### config.mk
export PLATFORM = sky130hd
export DESIGN_NAME = wb_irq_ctrl_flat
export DESIGN_NICKNAME = d
export VERILOG_FILES = /design/src/rtl/wb_irq_ctrl_if.sv /design/src/rtl/wb_irq_ctrl.sv /design/src/flat_wrapper.sv
export SDC_FILE = /design/constraint.sdc
export NUM_CORES = 1
export LEC_CHECK = 0
export CAP_MARGIN = 25
export CORE_MARGIN = 3
export CORE_UTILIZATION = 55
export CTS_BUF_LIST = sky130_fd_sc_hd__clkbuf_16
export DETAILED_ROUTE_END_ITERATION = 10
export DONT_BUFFER_PORTS = 1
export HOLD_SLACK_MARGIN = 0.02
export PLACE_DENSITY = 0.7
export SLEW_MARGIN = 15
export SYNTH_ARGS = -nofsm -noshare
export SYNTH_HDL_FRONTEND = slang
export SYNTH_SLANG_ARGS = --single-unit
### constraint.sdc
create_clock -name wb_clk_i -period 3.13 [get_ports wb_clk_i]
set_input_delay 0.313 -clock wb_clk_i [delete_from_list [all_inputs] [get_ports wb_clk_i]]
set_output_delay 0.313 -clock wb_clk_i [all_outputs]
set_load 0.02 [all_outputs]
### src/rtl/wb_irq_ctrl_if.sv
// Wishbone B3 slave bus bundle for the interrupt controller register port.
interface wb_irq_ctrl_if;
  logic [4:0]  wb_adr_i;
  logic [31:0] wb_dat_i;
  logic [3:0]  wb_sel_i;
  logic        wb_we_i;
  logic        wb_cyc_i;
  logic        wb_stb_i;
  logic [31:0] wb_dat_o;
  logic        wb_ack_o;
  logic        wb_err_o;

  modport master (
    output wb_adr_i, wb_dat_i, wb_sel_i, wb_we_i, wb_cyc_i, wb_stb_i,
    input  wb_dat_o, wb_ack_o, wb_err_o
  );

  modport slave (
    input  wb_adr_i, wb_dat_i, wb_sel_i, wb_we_i, wb_cyc_i, wb_stb_i,
    output wb_dat_o, wb_ack_o, wb_err_o
  );
endinterface

### src/rtl/wb_irq_ctrl.sv
// Wishbone interrupt controller: per-source sync, level/edge detect, polarity,
// mask and latched pending bits with W1C/SET and lowest-index priority ID.
module wb_irq_ctrl #(
  parameter int          NUM_SRC      = 8,
  parameter int          SYNC_STAGES  = 2,
  parameter logic [31:0] DEFAULT_MODE = 32'h0
) (
  input  logic               wb_clk_i,
  input  logic               wb_rst_i,
  wb_irq_ctrl_if.slave       wb,
  input  logic [NUM_SRC-1:0] irq_src_i,
  output logic [NUM_SRC-1:0] irq_o,
  output logic               irq_any_o
);
  localparam logic [31:0] SRC_MSK = (NUM_SRC >= 32) ? 32'hFFFF_FFFF
                                                    : ((32'd1 << NUM_SRC) - 32'd1);

  logic [31:0] src_raw, s, p_q;
  logic [31:0] mode_q, mode_d, pol_q, pol_d, mask_q, mask_d, pend_q, pend_d;
  logic [31:0] dat_q, dat_d, rdata, be, wmask, w1c, swset;
  logic [31:0] lvl, edg, ev, status, id;
  logic        ack_q, err_q, req, wr_ro, wr;
  logic [2:0]  reg_sel;
  logic        unused_adr;

  always_comb begin
    src_raw = '0;
    src_raw[NUM_SRC-1:0] = irq_src_i;
  end

  generate
    if (SYNC_STAGES == 0) begin : g_nosync
      assign s = src_raw;
    end else begin : g_sync
      logic [SYNC_STAGES-1:0][31:0] sync_q;
      always_ff @(posedge wb_clk_i) begin
        if (wb_rst_i) begin
          sync_q <= '0;
        end else begin
          sync_q[0] <= src_raw;
          for (int k = 1; k < SYNC_STAGES; k++) sync_q[k] <= sync_q[k-1];
        end
      end
      assign s = sync_q[SYNC_STAGES-1];
    end
  endgenerate

  // Edges are taken on the pre-polarity signal so a POL write cannot fake one.
  assign lvl = s ^ pol_q;
  assign edg = (s & ~p_q & ~pol_q) | (~s & p_q & pol_q);
  assign ev  = ((mode_q & edg) | (~mode_q & lvl)) & SRC_MSK;

  assign status = pend_q & mask_q;

  always_comb begin
    id = '0;
    for (int k = 31; k >= 0; k--)
      if (status[k]) id = {1'b1, 26'd0, 5'(k)};
  end

  // One access per ack: a request is ignored while ack/err is still high.
  assign req        = wb.wb_cyc_i & wb.wb_stb_i & ~ack_q & ~err_q;
  assign reg_sel    = wb.wb_adr_i[4:2];
  assign unused_adr = ^wb.wb_adr_i[1:0];
  assign wr_ro      = (reg_sel == 3'd0) || (reg_sel == 3'd5) || (reg_sel == 3'd7);
  assign wr         = req & wb.wb_we_i & ~wr_ro;
  assign be         = {{8{wb.wb_sel_i[3]}}, {8{wb.wb_sel_i[2]}},
                       {8{wb.wb_sel_i[1]}}, {8{wb.wb_sel_i[0]}}};
  assign wmask      = wb.wb_dat_i & be;

  always_comb begin
    mode_d = mode_q;
    pol_d  = pol_q;
    mask_d = mask_q;
    w1c    = '0;
    swset  = '0;
    if (wr) begin
      case (reg_sel)
        3'd1:    mode_d = ((mode_q & ~be) | wmask) & SRC_MSK;
        3'd2:    pol_d  = ((pol_q  & ~be) | wmask) & SRC_MSK;
        3'd3:    mask_d = ((mask_q & ~be) | wmask) & SRC_MSK;
        3'd4:    w1c    = wmask;
        3'd6:    swset  = wmask;
        default: ;
      endcase
    end
    pend_d = ((pend_q & ~w1c) | ev | swset) & SRC_MSK;
  end

  always_comb begin
    rdata = '0;
    case (reg_sel)
      3'd0:    rdata = s & SRC_MSK;
      3'd1:    rdata = mode_q;
      3'd2:    rdata = pol_q;
      3'd3:    rdata = mask_q;
      3'd4:    rdata = pend_q;
      3'd5:    rdata = status;
      3'd7:    rdata = id;
      default: rdata = '0;
    endcase
    dat_d = (req & ~wb.wb_we_i) ? rdata : '0;
  end

  always_ff @(posedge wb_clk_i) begin
    if (wb_rst_i) begin
      p_q    <= '0;
      mode_q <= DEFAULT_MODE & SRC_MSK;
      pol_q  <= '0;
      mask_q <= '0;
      pend_q <= '0;
      dat_q  <= '0;
      ack_q  <= 1'b0;
      err_q  <= 1'b0;
    end else begin
      p_q    <= s;
      mode_q <= mode_d;
      pol_q  <= pol_d;
      mask_q <= mask_d;
      pend_q <= pend_d;
      dat_q  <= dat_d;
      ack_q  <= req & ~(wb.wb_we_i & wr_ro);
      err_q  <= req & wb.wb_we_i & wr_ro;
    end
  end

  assign wb.wb_dat_o = dat_q;
  assign wb.wb_ack_o = ack_q;
  assign wb.wb_err_o = err_q;
  assign irq_o       = status[NUM_SRC-1:0];
  assign irq_any_o   = |status;
endmodule

### src/flat_wrapper.sv
// flat-port wrapper written by rule: the top's interface ports become plain ports
module wb_irq_ctrl_flat 
#(
  parameter int          NUM_SRC      = 8,
  parameter int          SYNC_STAGES  = 2,
  parameter logic [31:0] DEFAULT_MODE = 32'h0
)
  (wb_clk_i, wb_rst_i, irq_src_i, irq_o, irq_any_o, wb_wb_adr_i, wb_wb_dat_i, wb_wb_sel_i, wb_wb_we_i, wb_wb_cyc_i, wb_wb_stb_i, wb_wb_dat_o, wb_wb_ack_o, wb_wb_err_o);
  wb_irq_ctrl_if wb_i ();
  input  logic wb_clk_i;
  input  logic wb_rst_i;
  input  logic [NUM_SRC-1:0] irq_src_i;
  output logic [NUM_SRC-1:0] irq_o;
  output logic irq_any_o;
  input wire logic [$bits(wb_i.wb_adr_i)-1:0] wb_wb_adr_i;
  input wire logic [$bits(wb_i.wb_dat_i)-1:0] wb_wb_dat_i;
  input wire logic [$bits(wb_i.wb_sel_i)-1:0] wb_wb_sel_i;
  input wire logic [$bits(wb_i.wb_we_i)-1:0] wb_wb_we_i;
  input wire logic [$bits(wb_i.wb_cyc_i)-1:0] wb_wb_cyc_i;
  input wire logic [$bits(wb_i.wb_stb_i)-1:0] wb_wb_stb_i;
  output wire logic [$bits(wb_i.wb_dat_o)-1:0] wb_wb_dat_o;
  output wire logic [$bits(wb_i.wb_ack_o)-1:0] wb_wb_ack_o;
  output wire logic [$bits(wb_i.wb_err_o)-1:0] wb_wb_err_o;
  assign wb_i.wb_adr_i = wb_wb_adr_i;
  assign wb_i.wb_dat_i = wb_wb_dat_i;
  assign wb_i.wb_sel_i = wb_wb_sel_i;
  assign wb_i.wb_we_i = wb_wb_we_i;
  assign wb_i.wb_cyc_i = wb_wb_cyc_i;
  assign wb_i.wb_stb_i = wb_wb_stb_i;
  assign wb_wb_dat_o = wb_i.wb_dat_o;
  assign wb_wb_ack_o = wb_i.wb_ack_o;
  assign wb_wb_err_o = wb_i.wb_err_o;
  wb_irq_ctrl #(.NUM_SRC(NUM_SRC), .SYNC_STAGES(SYNC_STAGES), .DEFAULT_MODE(DEFAULT_MODE)) u_core (.wb_clk_i(wb_clk_i), .wb_rst_i(wb_rst_i), .wb(wb_i), .irq_src_i(irq_src_i), .irq_o(irq_o), .irq_any_o(irq_any_o));
endmodule
Word-level counts from Yosys, hierarchy flattened

Index checks and enable logic that the tools add are counted.

Flip-flop bits (word level): 90
Bits of input ports: 54
Output and inout port bits: 43

Mux-type cells: 37
Equality and inequality tests: 7
Bitwise logic cells: 41
Reduce and logical (&&, ||, !) cells: 8

Operator list:

| cell                                                            | count |
|---|---|
| 32-bit 2-to-1 mux                                               | 32 |
| 32-bit case mux with 7 select lines                             | 1 |
| 8-bit AND                                                       | 12 |
| 8-bit OR                                                        | 7 |
| 8-bit NOT                                                       | 6 |
| 8-bit 2-to-1 mux                                                | 4 |
| 32-bit OR reduction                                             | 1 |
| 3-bit == test, second input constant                            | 4 |
| 1-bit AND                                                       | 9 |
| 8-bit bitwise XOR                                               | 1 |
| 3-bit by 2-bit == test with 1-bit output, second input constant | 2 |
| 1-bit NOT                                                       | 6 |
| 2-bit AND reduction                                             | 3 |
| 3-bit by 1-bit == test with 1-bit output, second input constant | 1 |
| 3-bit zero test                                                 | 1 |
| 1-bit logical OR                                                | 2 |
| 2-bit OR reduction                                              | 1 |

Longest topological paths before layout

Gate-level depths: netlist (run 1).

Depth in word-level cells: 33
Depth in mapped cells: 7

Least setup slack after synthesis (run 1)

Ideal clock, no wire load.

Kind: reg2reg
Start point: reg u_core.err_q (netlist: u_core.wb.wb_err_o)
End point: reg with a tool-made name
Path slack: 1.483 ns
Arrival: 1.519 ns
Library setup time: 0.128 ns
Cell stages (with the launch flop): 6
Period minus slack after synthesis: 1.647 ns
Cells stage by stage: dfxtp_1 > and4bb_2 > nand3_1 > nor3_4 > mux2i_1 > nor2_1

RTL lines:

| item                     | RTL line           | text |
|---|---|---|
| start: declaration       | wb_irq_ctrl.sv:22  | `logic ack_q, err_q, req, wr_ro, wr;` |
| start signal: assignment | wb_irq_ctrl.sv:123 | `err_q <= req & wb.wb_we_i & wr_ro;` |

Worst setup path after layout (run 1)

Start point: reg u_core.pend_q[3]
End point: out irq_any_o

Word-level cells in the longest chain between the ends: 2

RTL lines:

| item                     | RTL line           | text |
|---|---|---|
| start: declaration       | wb_irq_ctrl.sv:19  | `logic [31:0] mode_q, mode_d, pol_q, pol_d, mask_q, mask_d, pend_q, pend_d;` |
| start signal: assignment | wb_irq_ctrl.sv:120 | `pend_q <= pend_d;` |
| 8-bit AND                | wb_irq_ctrl.sv:53  | `assign status = pend_q & mask_q;` |
| via irq_o[3]             | flat_wrapper.sv:13 | `output logic [NUM_SRC-1:0] irq_o;` |
| 32-bit OR reduction      | wb_irq_ctrl.sv:131 | `assign irq_any_o = \|status;` |
| end: declaration         | flat_wrapper.sv:14 | `output logic irq_any_o;` |

The timed path passes the listed nets, and every way through them passes these cells.

==> metrics.yaml, run 1 <==
outcome: "finished, final reports clean"
synthCells: 349
setup_viol: 0
synth_xor_area_frac: 0
syn_area_um2: 3050
cp_slowest_stage_delay_ps: 440
wire_per_inst_um: 15.62
ys_seq_elements: 67
synth_compound_area_frac: 0.1390
final_hold_viol_count: 0
fp.dieArea_um2: 6476
ctsResizeCount: 0
syn_avg_cell_area_um2: 8.740
crit_required_ps: 2820
worstPathArrival_ps: 1770
synthTopCellsByArea: "dfxtp_1 44%, mux2i_1 9.5%, nor2b_1 5.7%"
ys_seq_area_frac: 0.4397
antenna_found_initial: 0
core-area_um2: 5238
finalClockSkew_ps: 4.208
htree_num_levels: 3
numCtsBuffers: 9
worstPathCellList: "nand2_1, inv_1, nor4_1, nand4_1"
yosysTopAreaCellShare: 0.4397
track_usage: 0.2128
die_w_um: 80.48
synth_adder_area_share: 0
whs_path_depth: 1
first_iter_violations: 213
vias_per_cell: 5.583
clk_latency_ps: 320
overflow: 0
totalWireLength_mm: 6.513
async_reset_ff_frac: 0
grt_pass1_wl_mm: 10.32
yosys_warnings: 0
start_util: 0.5824
drv_cap: 0
max_slew.worst_pin.slew_ps: 779.9
fin_nets: 400
port_buffers: 0
met1_length_mm: 2.969
synth_top_family_by_area: "simple AND/OR/NAND/NOR gates"
antennaDiodeCount: 0
timing.final.ws_setup_ps: 1046
slowest_stage: "nor4_1"
finalCritPeriodShare: 0.6659
rows: 26
reg2regPathDepth: 5
syn2layout_area_growth_pct: 5.947
hpwl_mm: 4.289
wl_met2_mm: 2.826
fin_crit_ps: 2084
slew_violations: 0
timing.slew.headroom: 0.4782
drive_above_1_share: 0.04899
cts_root_buf: "clkbuf_16"
max_freq_ghz: 0.4798
p_leak_nw: 1.218
ys.flop_type: "dfxtp_1"
critPathMaxFanout: 5
synth_mux_area_frac: 0.1136
dpl.cell_count: 405
dr_wl_met3_um: 652
synthDistinctLibCells: 39
grt_pass1_vias: 1966
synth_edf_count: 0
clk_transition_reported_paths_ps: 50
place_ws_ps: 1184
cts_tree: "built"
cts_buffer_depth: 2
cts_setup_buffers: 0
rsz0062_at_grt: "no"
top_layer: "met4"
drtAntennaViolNets: 0
post-route-drc-count: 0
critical_path_class: "flip-flop to primary output"
synth-simple-area-share: 0.2006
r2r_setup_slack_ps: 1170
cts_sinks: 67
die_h_um: 80.48
postCtsHoldBufs: 0
cp-end-kind: "primary output"
path_delay_family: "simple AND/OR/NAND/NOR gates"
yosysTopAreaCell: "dfxtp_1"
place.gp.congestion: 0.8993
peakVddDrop_v: 0.0003004
ios: 97
start_kind: "flip-flop"
tns_ps: 0
path_buf_inv: 1
drtPass1Iterations: 7
holdCritPathClass: "primary input to flip-flop"
grt_max_degree: 58
cp_num_cells: 4
vias: 2328
power.density_nw_per_um2: 559.1
fin_cells: 417
==> per-stage QoR <==
stage,utilization,power (mW),area [um^2],hold slack (ps)
after CTS,0.6171,1.830,3232,51.19
after detailed placement,0.5719,1.003,2995,394.0
final,0.6171,1.807,3232,60.22
after floorplan,-,1.029,3133,413.8
after global placement,0.5719,0.9999,2995,391.8
after global routing,0.6171,1.890,3232,48.79
==> worst paths after layout <==
check,to,startpoint
worst max register to register,flip-flop,u_core.wb.wb_ack_o
worst min register to register,u_core.s[5],u_core.g_sync.sync_q[5]
worst min-delay path,flip-flop,wb_rst_i
worst max-delay path,irq_any_o,u_core.pend_q[3]
==> where the power goes <==
part | total, mW | switching (mW) | internal (mW)
logic | 0.0924 | 0.0570 | 0.0354
registers | 0.896 | 0.0179 | 0.878
clock network | 0.818 | 0.312 | 0.507
total | 1.81 | 0.386 | 1.42
==> worst register-to-register path, stage by stage, from the launching register on <==
cell	delay (ps)
dfxtp_1	370
and4bb_2	370
nand3_1	160
nor3_4	620
mux2i_1	260
nor2_1	60
==> cells in the mapped netlist, types with 2 or more instances <==
cell type,count
dfxtp_1,67
nor2_1,44
mux2i_1,29
nor2b_1,28
nand2_1,27
inv_1,25
buf_4,23
o21ai_0,19
a21oi_1,18
clkbuf_1,10
a221oi_1,6
nand3_1,6
o221ai_1,6
a31oi_1,4
buf_2,3
o211ai_1,3
a222oi_1,2
and3_1,2
mux4_2,2
nand2b_1,2
nand4_1,2
nor3_1,2
nor3_4,2
o311ai_0,2
==> kinds of logic (layout without fill, tap and decap cells) <==
kind of cell | count (synthesis) | after routing
simple gates | 121 | 121
other cells | 1 | 23
buf+inv | 62 | 38
compound gates | 66 | 66
mux | 32 | 32
flops | 67 | 67
==> final cells by class <==
type | count | area [um^2]
Fill cell | 467 | 2006
Clock buffer | 9 | 225.2
Sequential cell | 67 | 1341
Tap cell | 70 | 87.58
Multi-Input combinational cell | 242 | 1469
Clock inverter | 3 | 11.26
Inverter | 26 | 97.59
==> placed cells by master (no fill, tap or decap), types with 2 or more instances in the layout <==
master      n
a21oi_1    18
a221oi_1    6
a222oi_1    2
a31oi_1     4
and3_1      2
clkbuf_16   9
clkinv_1    3
conb_1     23
dfxtp_1    67
inv_1      26
mux2i_1    29
mux4_2      2
nand2_1    27
nand2b_1    2
nand3_1     6
nand4_1     2
nor2_1     44
nor2b_1    28
nor3_1      2
nor3_4      2
o211ai_1    3
o21ai_0    19
o221ai_1    6
o311ai_0    2
==> metal layers <==
| layer | vias to the layer above | track usage |
|---|---|---|
| met5 | - | 0 |
| met4 | 0 | 0.09291 |
| met3 | 6 | 0.08520 |
| met2 | 117 | 0.2856 |
| met1 | 1062 | 0.2966 |
| li1 | 1143 | - |
(Power assumes the default switching activity.)
==> run 2, diff against run 1 <==
Settings changed: ABC_AREA from default to 1, PLACE_DENSITY 0.7 to 0.73.
Clock period 3.13 ns to 1.8 ns, I/O delays scaled along.
==> metrics.yaml, run 2 <==
outcome: "finished, final reports clean"
critPathMaxFanout: 4  # -1
fin_crit_ps: 1659
start_util: 0.5877  # +0.005325
synthTopCellsByArea: "dfxtp_1 40%, nand2_1 14%, inv_1 8.0%"
ys_top_cells_by_count: "121 x nand2_1, 71 x inv_1, 67 x dfxtp_1"
holdCritPathClass: "primary input to flip-flop"
core-area_um2: 5675  # +8.4%
overflow: 0  # unchanged
dpl_cell_area_um2: 3369  # +12%
cts_sinks: 67  # unchanged
p_leak_nw: 1.768  # +45%
cp_slowest_stage_delay_ps: 320  # -120 ps
cp-end-kind: "primary output"
numCtsBuffers: 9  # unchanged
fin_cells: 575  # +38%
antenna_found_initial: 0  # unchanged
hpwl_mm: 5.534  # +29%
place.gp.congestion: 0.8521  # -5.2%
setup_viol: 0  # unchanged
r2r_setup_slack_ps: 230  # -940 ps
dpl.cell_count: 550  # +36%
final_hold_viol_count: 0  # unchanged
synthDistinctLibCells: 26  # -33%
clk_latency_ps: 330  # about the same
final_cell_mix: "121 x nand2_1, 72 x inv_1, 67 x dfxtp_1, 58 x nor2_1, 39 x a21oi_1"
track_usage: 0.2374  # +0.02461
grt_max_degree: 58  # unchanged
async_reset_ff_frac: 0  # unchanged
ys.flop_type: "dfxtp_1"
yosysTopAreaCell: "dfxtp_1"
path_buf_inv: 1  # unchanged
fp.dieArea_um2: 7035  # +8.6%
first_iter_violations: 221  # +3.8%
power.density_nw_per_um2: 921.3  # +65%
grt_pass1_vias: 2801  # +42%
tns_ps: 0  # unchanged
finalCritPeriodShare: 0.9217
wire_per_inst_um: 13.69  # -12%
vias_per_cell: 5.090  # -8.8%
path_delay_family: "simple AND/OR/NAND/NOR gates"
die_h_um: 83.88  # +4.2%
rows: 27  # +3.8%
syn2layout_area_growth_pct: 12.79
final_common_cell: "nand2_1"
fin_nets: 552  # +38%
syn_avg_cell_area_um2: 6.993  # -20%
cts_root_buf: "clkbuf_16"
yosysTopAreaCellShare: 0.4021  # -0.03760
port_buffers: 0  # unchanged
htree_num_levels: 3  # unchanged
crit_required_ps: 1620  # -1200 ps
slew_violations: 0  # unchanged
ys_seq_elements: 67  # unchanged
worstPathArrival_ps: 1480  # -290 ps
post-route-drc-count: 0  # unchanged
antennaDiodeCount: 0  # unchanged
cts_tree: "built"
totalWireLength_mm: 7.871  # +21%
start_kind: "flip-flop"
synthCells: 477  # +37%
syn_area_um2: 3336  # +9.4%
clk_transition_reported_paths_ps: 50  # about the same
yosysMostFrequentCell: "nand2_1"
vias: 2927  # +26%
drtPass1Iterations: 4  # -3
grt_pass1_wl_mm: 13.14  # +27%
final_area_um2: 3762  # +16%
die_w_um: 83.88  # +4.2%
slowest_stage: "dfxtp_1"
ios: 97  # unchanged
drive_above_1_share: 0.08748  # +0.03848
rsz0062_at_grt: "no"
ys_seq_area_frac: 0.4021  # -0.03760
synth_edf_count: 0  # unchanged
critical_path_class: "flip-flop to primary output"
hold_ws_ps: 41.82  # -18.41 ps
worstPathCellList: "nand2_1, inv_1, nor3_1, nand2_1"
drtAntennaViolNets: 0  # unchanged
cts_buffer_depth: 2  # unchanged
drv_cap: 0  # unchanged
max_freq_ghz: 0.6027
finalClockSkew_ps: 4.521  # +0.3129 ps
peakVddDrop_v: 0.0005289  # +76%
cp_common_cell: "nand2_1"
yosys_warnings: 0  # unchanged
==> run 2: worst paths after layout <==
path	to	cells after the start	startpoint
setup / recovery	irq_any_o	4	flip-flop
hold / removal	u_core.wb.wb_ack_o	3	wb_rst_i
setup reg to reg	flip-flop	7	u_core.wb.wb_ack_o
hold reg to reg	u_core.s[6]	2	u_core.g_sync.sync_q[6]
==> run 2: cell families (layout without fill, tap and decap cells) <==
family | count (synthesis) | in the layout | share of synthesized area
flip-flops | 67 | 67 | 0.4021
other | 1 | 23 | 0.001124
AND/OR/NAND/NOR | 227 | 227 | 0.3192
AO/OA/AOI/OAI | 73 | 73 | 0.1215
buffers and inverters | 109 | 113 | 0.1560
==> run 2: worst reg2reg max path, delay by kind of cell, from the launching register on <==
family          cells  cell delay (ps)
simple gates        5              860
flops               1              310
buf+inv             1              190
compound gates      1              140
==> run 2: final cells by class <==
class | count | area, um^2
clock buffer | 9 | 225.2
clock inverter | 7 | 60.06
fill | 499 | 1913
inverter | 75 | 284.0
multi-input combinational | 323 | 1556
sequential | 67 | 1341
tap | 72 | 90.09
timing repair buffer | 22 | 205.2
==> run 2: repair_timing <==
action	in CTS	in global routing
setup buffers	0	0
hold buffers	9	0
hold endpoints to repair	57	0
gates resized for setup	0	0
endpoints found under the setup margin	0	0
==> run 2: metal layers <==
metal,part of all wire,GRT usage
met1,0.44,0.3007
met2,0.45,0.3651
met3,0.084,0.06022
met4,0.031,0.1360
met5,0,0
==> run 2: report_power, final <==
part	switching (mW)	internal, mW	leakage, nW
clock network	0.613	1.05	0.144
logic	0.189	0.0746	1.08
registers	0.0181	1.52	0.545
total	0.820	2.65	1.77
==> run 2: per-stage QoR <==
| stage | worst slack, ps | power (mW) | utilization |
|---|---|---|---|
| after floorplan | 362.7 | 1.804 | - |
| after global placement | 285.6 | 1.785 | 0.5937 |
| after detailed placement | 247.6 | 1.788 | 0.5937 |
| after CTS | 135.6 | 3.498 | 0.6629 |
| after global routing | 48.72 | 3.600 | 0.6629 |
| final | 140.9 | 3.466 | 0.6629 |
==> run 3, diff against run 2 <==
Settings changed: CORE_ASPECT_RATIO from default to 1.25, CORE_MARGIN 3 to 2, CTS_CLUSTER_SIZE from default to 20.
==> metrics.yaml, run 3 (same netlist as run 2, synthesis figures left out) <==
grt_max_degree: 58  # unchanged
first_iter_violations: 210  # -5.0%
core-area_um2: 5818  # +2.5%
place.gp.congestion: 0.8645  # +1.5%
max_freq_ghz: 0.6071  # +0.73%
start_kind: "flip-flop"
numCtsBuffers: 9  # unchanged
antennaDiodeCount: 0  # unchanged
drive_above_1_share: 0.08350  # -0.003976
clk_transition_reported_paths_ps: 50  # about the same
track_usage: 0.2499  # +0.01259
use_met2: 0.3929  # +0.02771
holdCritPathClass: "primary input to flip-flop"
worstPathArrival_ps: 1470  # about the same
peakVddDrop_v: 0.0007099  # +34%
fin_cells: 569  # -1.0%
finalCritPeriodShare: 0.9150  # -0.006687
fp.dieArea_um2: 6708  # -4.7%
final_hold_viol_count: 0  # unchanged
drv_cap: 0  # unchanged
drtPass1Iterations: 5  # +1
place_ws_ps: 213.5  # -34.12 ps
ctsResizeCount: 0  # unchanged
slew_violations: 0  # unchanged
totalWireLength_mm: 7.930  # +0.75%
die_w_um: 73.66  # -12%
antenna_found_initial: 0  # unchanged
finalClockSkew_ps: 4.696  # +0.1749 ps
vias: 2938  # +0.38%
outcome: "finished, final reports clean"
rsz0062_at_grt: "no"
cp-end-kind: "primary output"
fin_crit_ps: 1647  # -12.04 ps
overflow: 0  # unchanged
drtAntennaViolNets: 0  # unchanged
critical_path_class: "flip-flop to primary output"
cts_root_buf: "clkbuf_16"
grt.busiest_layer: "met2"
wire_per_inst_um: 13.94  # +1.8%
post-route-drc-count: 0  # unchanged
grtUsageMet3: 0.07325  # +0.01303
grt_pass1_vias: 2800  # -0.036%
clk_latency_ps: 320  # about the same
grt_pass1_wl_mm: 12.81  # -2.5%
timing.final.ws_setup_ps: 152.9  # +12.04 ps
power.density_nw_per_um2: 882.8  # -4.2%
whs_path_depth: 3  # unchanged
setup_viol: 0  # unchanged
ios: 97  # unchanged
dpl.cell_count: 545  # -0.91%
r2r_setup_slack_ps: 200  # -30 ps
min_to: "u_core.wb.wb_ack_o"
final_common_cell: "nand2_1"
fin_nets: 553  # +0.18%
reg2regPathDepth: 7  # unchanged
final_cell_mix: "121 x nand2_1, 72 x inv_1, 67 x dfxtp_1, 58 x nor2_1, 39 x a21oi_1"
hp-start: "wb_rst_i"
critPathMaxFanout: 4  # unchanged
rows: 31  # +15%
port_buffers: 0  # unchanged
postCtsHoldBufs: 9  # unchanged
p_leak_nw: 1.754  # -0.80%
timing.rr.start: "u_core.wb.wb_ack_o"
timing.critical_path.from: "u_core.pend_q[5]"
start_util: 0.5733  # -0.01441
cts_setup_buffers: 0  # unchanged
tns_ps: 0  # unchanged
total_power_mw: 3.284  # -5.3%
cts_tree: "built"
cts_sinks: 67  # unchanged
use_met1: 0.3016  # +0.0009247
cts_buffer_depth: 2  # unchanged
hpwl_mm: 5.503  # -0.56%
htree_num_levels: 3  # unchanged
die_h_um: 91.07  # +8.6%
crit_required_ps: 1620  # about the same
syn2layout_area_growth_pct: 11.52
vias_per_cell: 5.163  # +1.4%
run 3: changes by cell type in the layout (fill, tap and decap cells not counted):
cell / previous run / this run
buf_12: 0 / 1
buf_16: 1 / 0
buf_4: 13 / 14
bufinv_16: 1 / 0
clkinv_1: 1 / 3
clkinvlp_4: 1 / 0
clkinv_2: 3 / 2
run 3: layout make-up:
class                           count  area [um^2]
Tap cell                           66        82.58
Inverter                           75        284.0
Timing Repair Buffer               23        205.2
Fill cell                         510         2098
Clock inverter                      6        25.02
Multi-Input combinational cell    323         1556
Clock buffer                        9        225.2
Sequential cell                    67         1341
run 3: report_power, final:
group	total (mW)	internal, mW	switching (mW)
clock network	1.48	0.897	0.587
registers	1.54	1.52	0.0172
logic	0.262	0.0730	0.189
run 3: worst max path at each step:
stage / endpoint / slack, ps / cells past startpoint
finish: irq_any_o / 150 / 4
floorplan: u_core.pend_q[2] / 360 / 7
detailed placement: flip-flop / 210 / 7
global route: flip-flop / 20 / 7
global placement: flip-flop / 270 / 7
CTS: irq_any_o / 160 / 4
run 3: layer usage:
| layer | up-vias | wire, um |
|---|---|---|
| li1 | 1493 | - |
| met1 | 1303 | 3358 |
| met2 | 125 | 3770 |
| met3 | 17 | 611 |
| met4 | 0 | 189 |
| met5 | - | 0 |
run 3: stage by stage:
step | hold WS [ps] | cell area [um^2] | utilization
floorplan | 287.0 | 3418 | -
global placement | 257.9 | 3369 | 0.5791
detailed placement | 262.7 | 3369 | 0.5791
CTS | 39.95 | 3720 | 0.6394
global route | 68.93 | 3720 | 0.6394
finish | 42.55 | 3720 | 0.6394
run 3: worst max-delay path, stage by stage, from the launching register on:
cell     delay, ps
dfxtp_1        310
nand2_1        160
inv_1          170
nor3_1         280
nand2_1        220
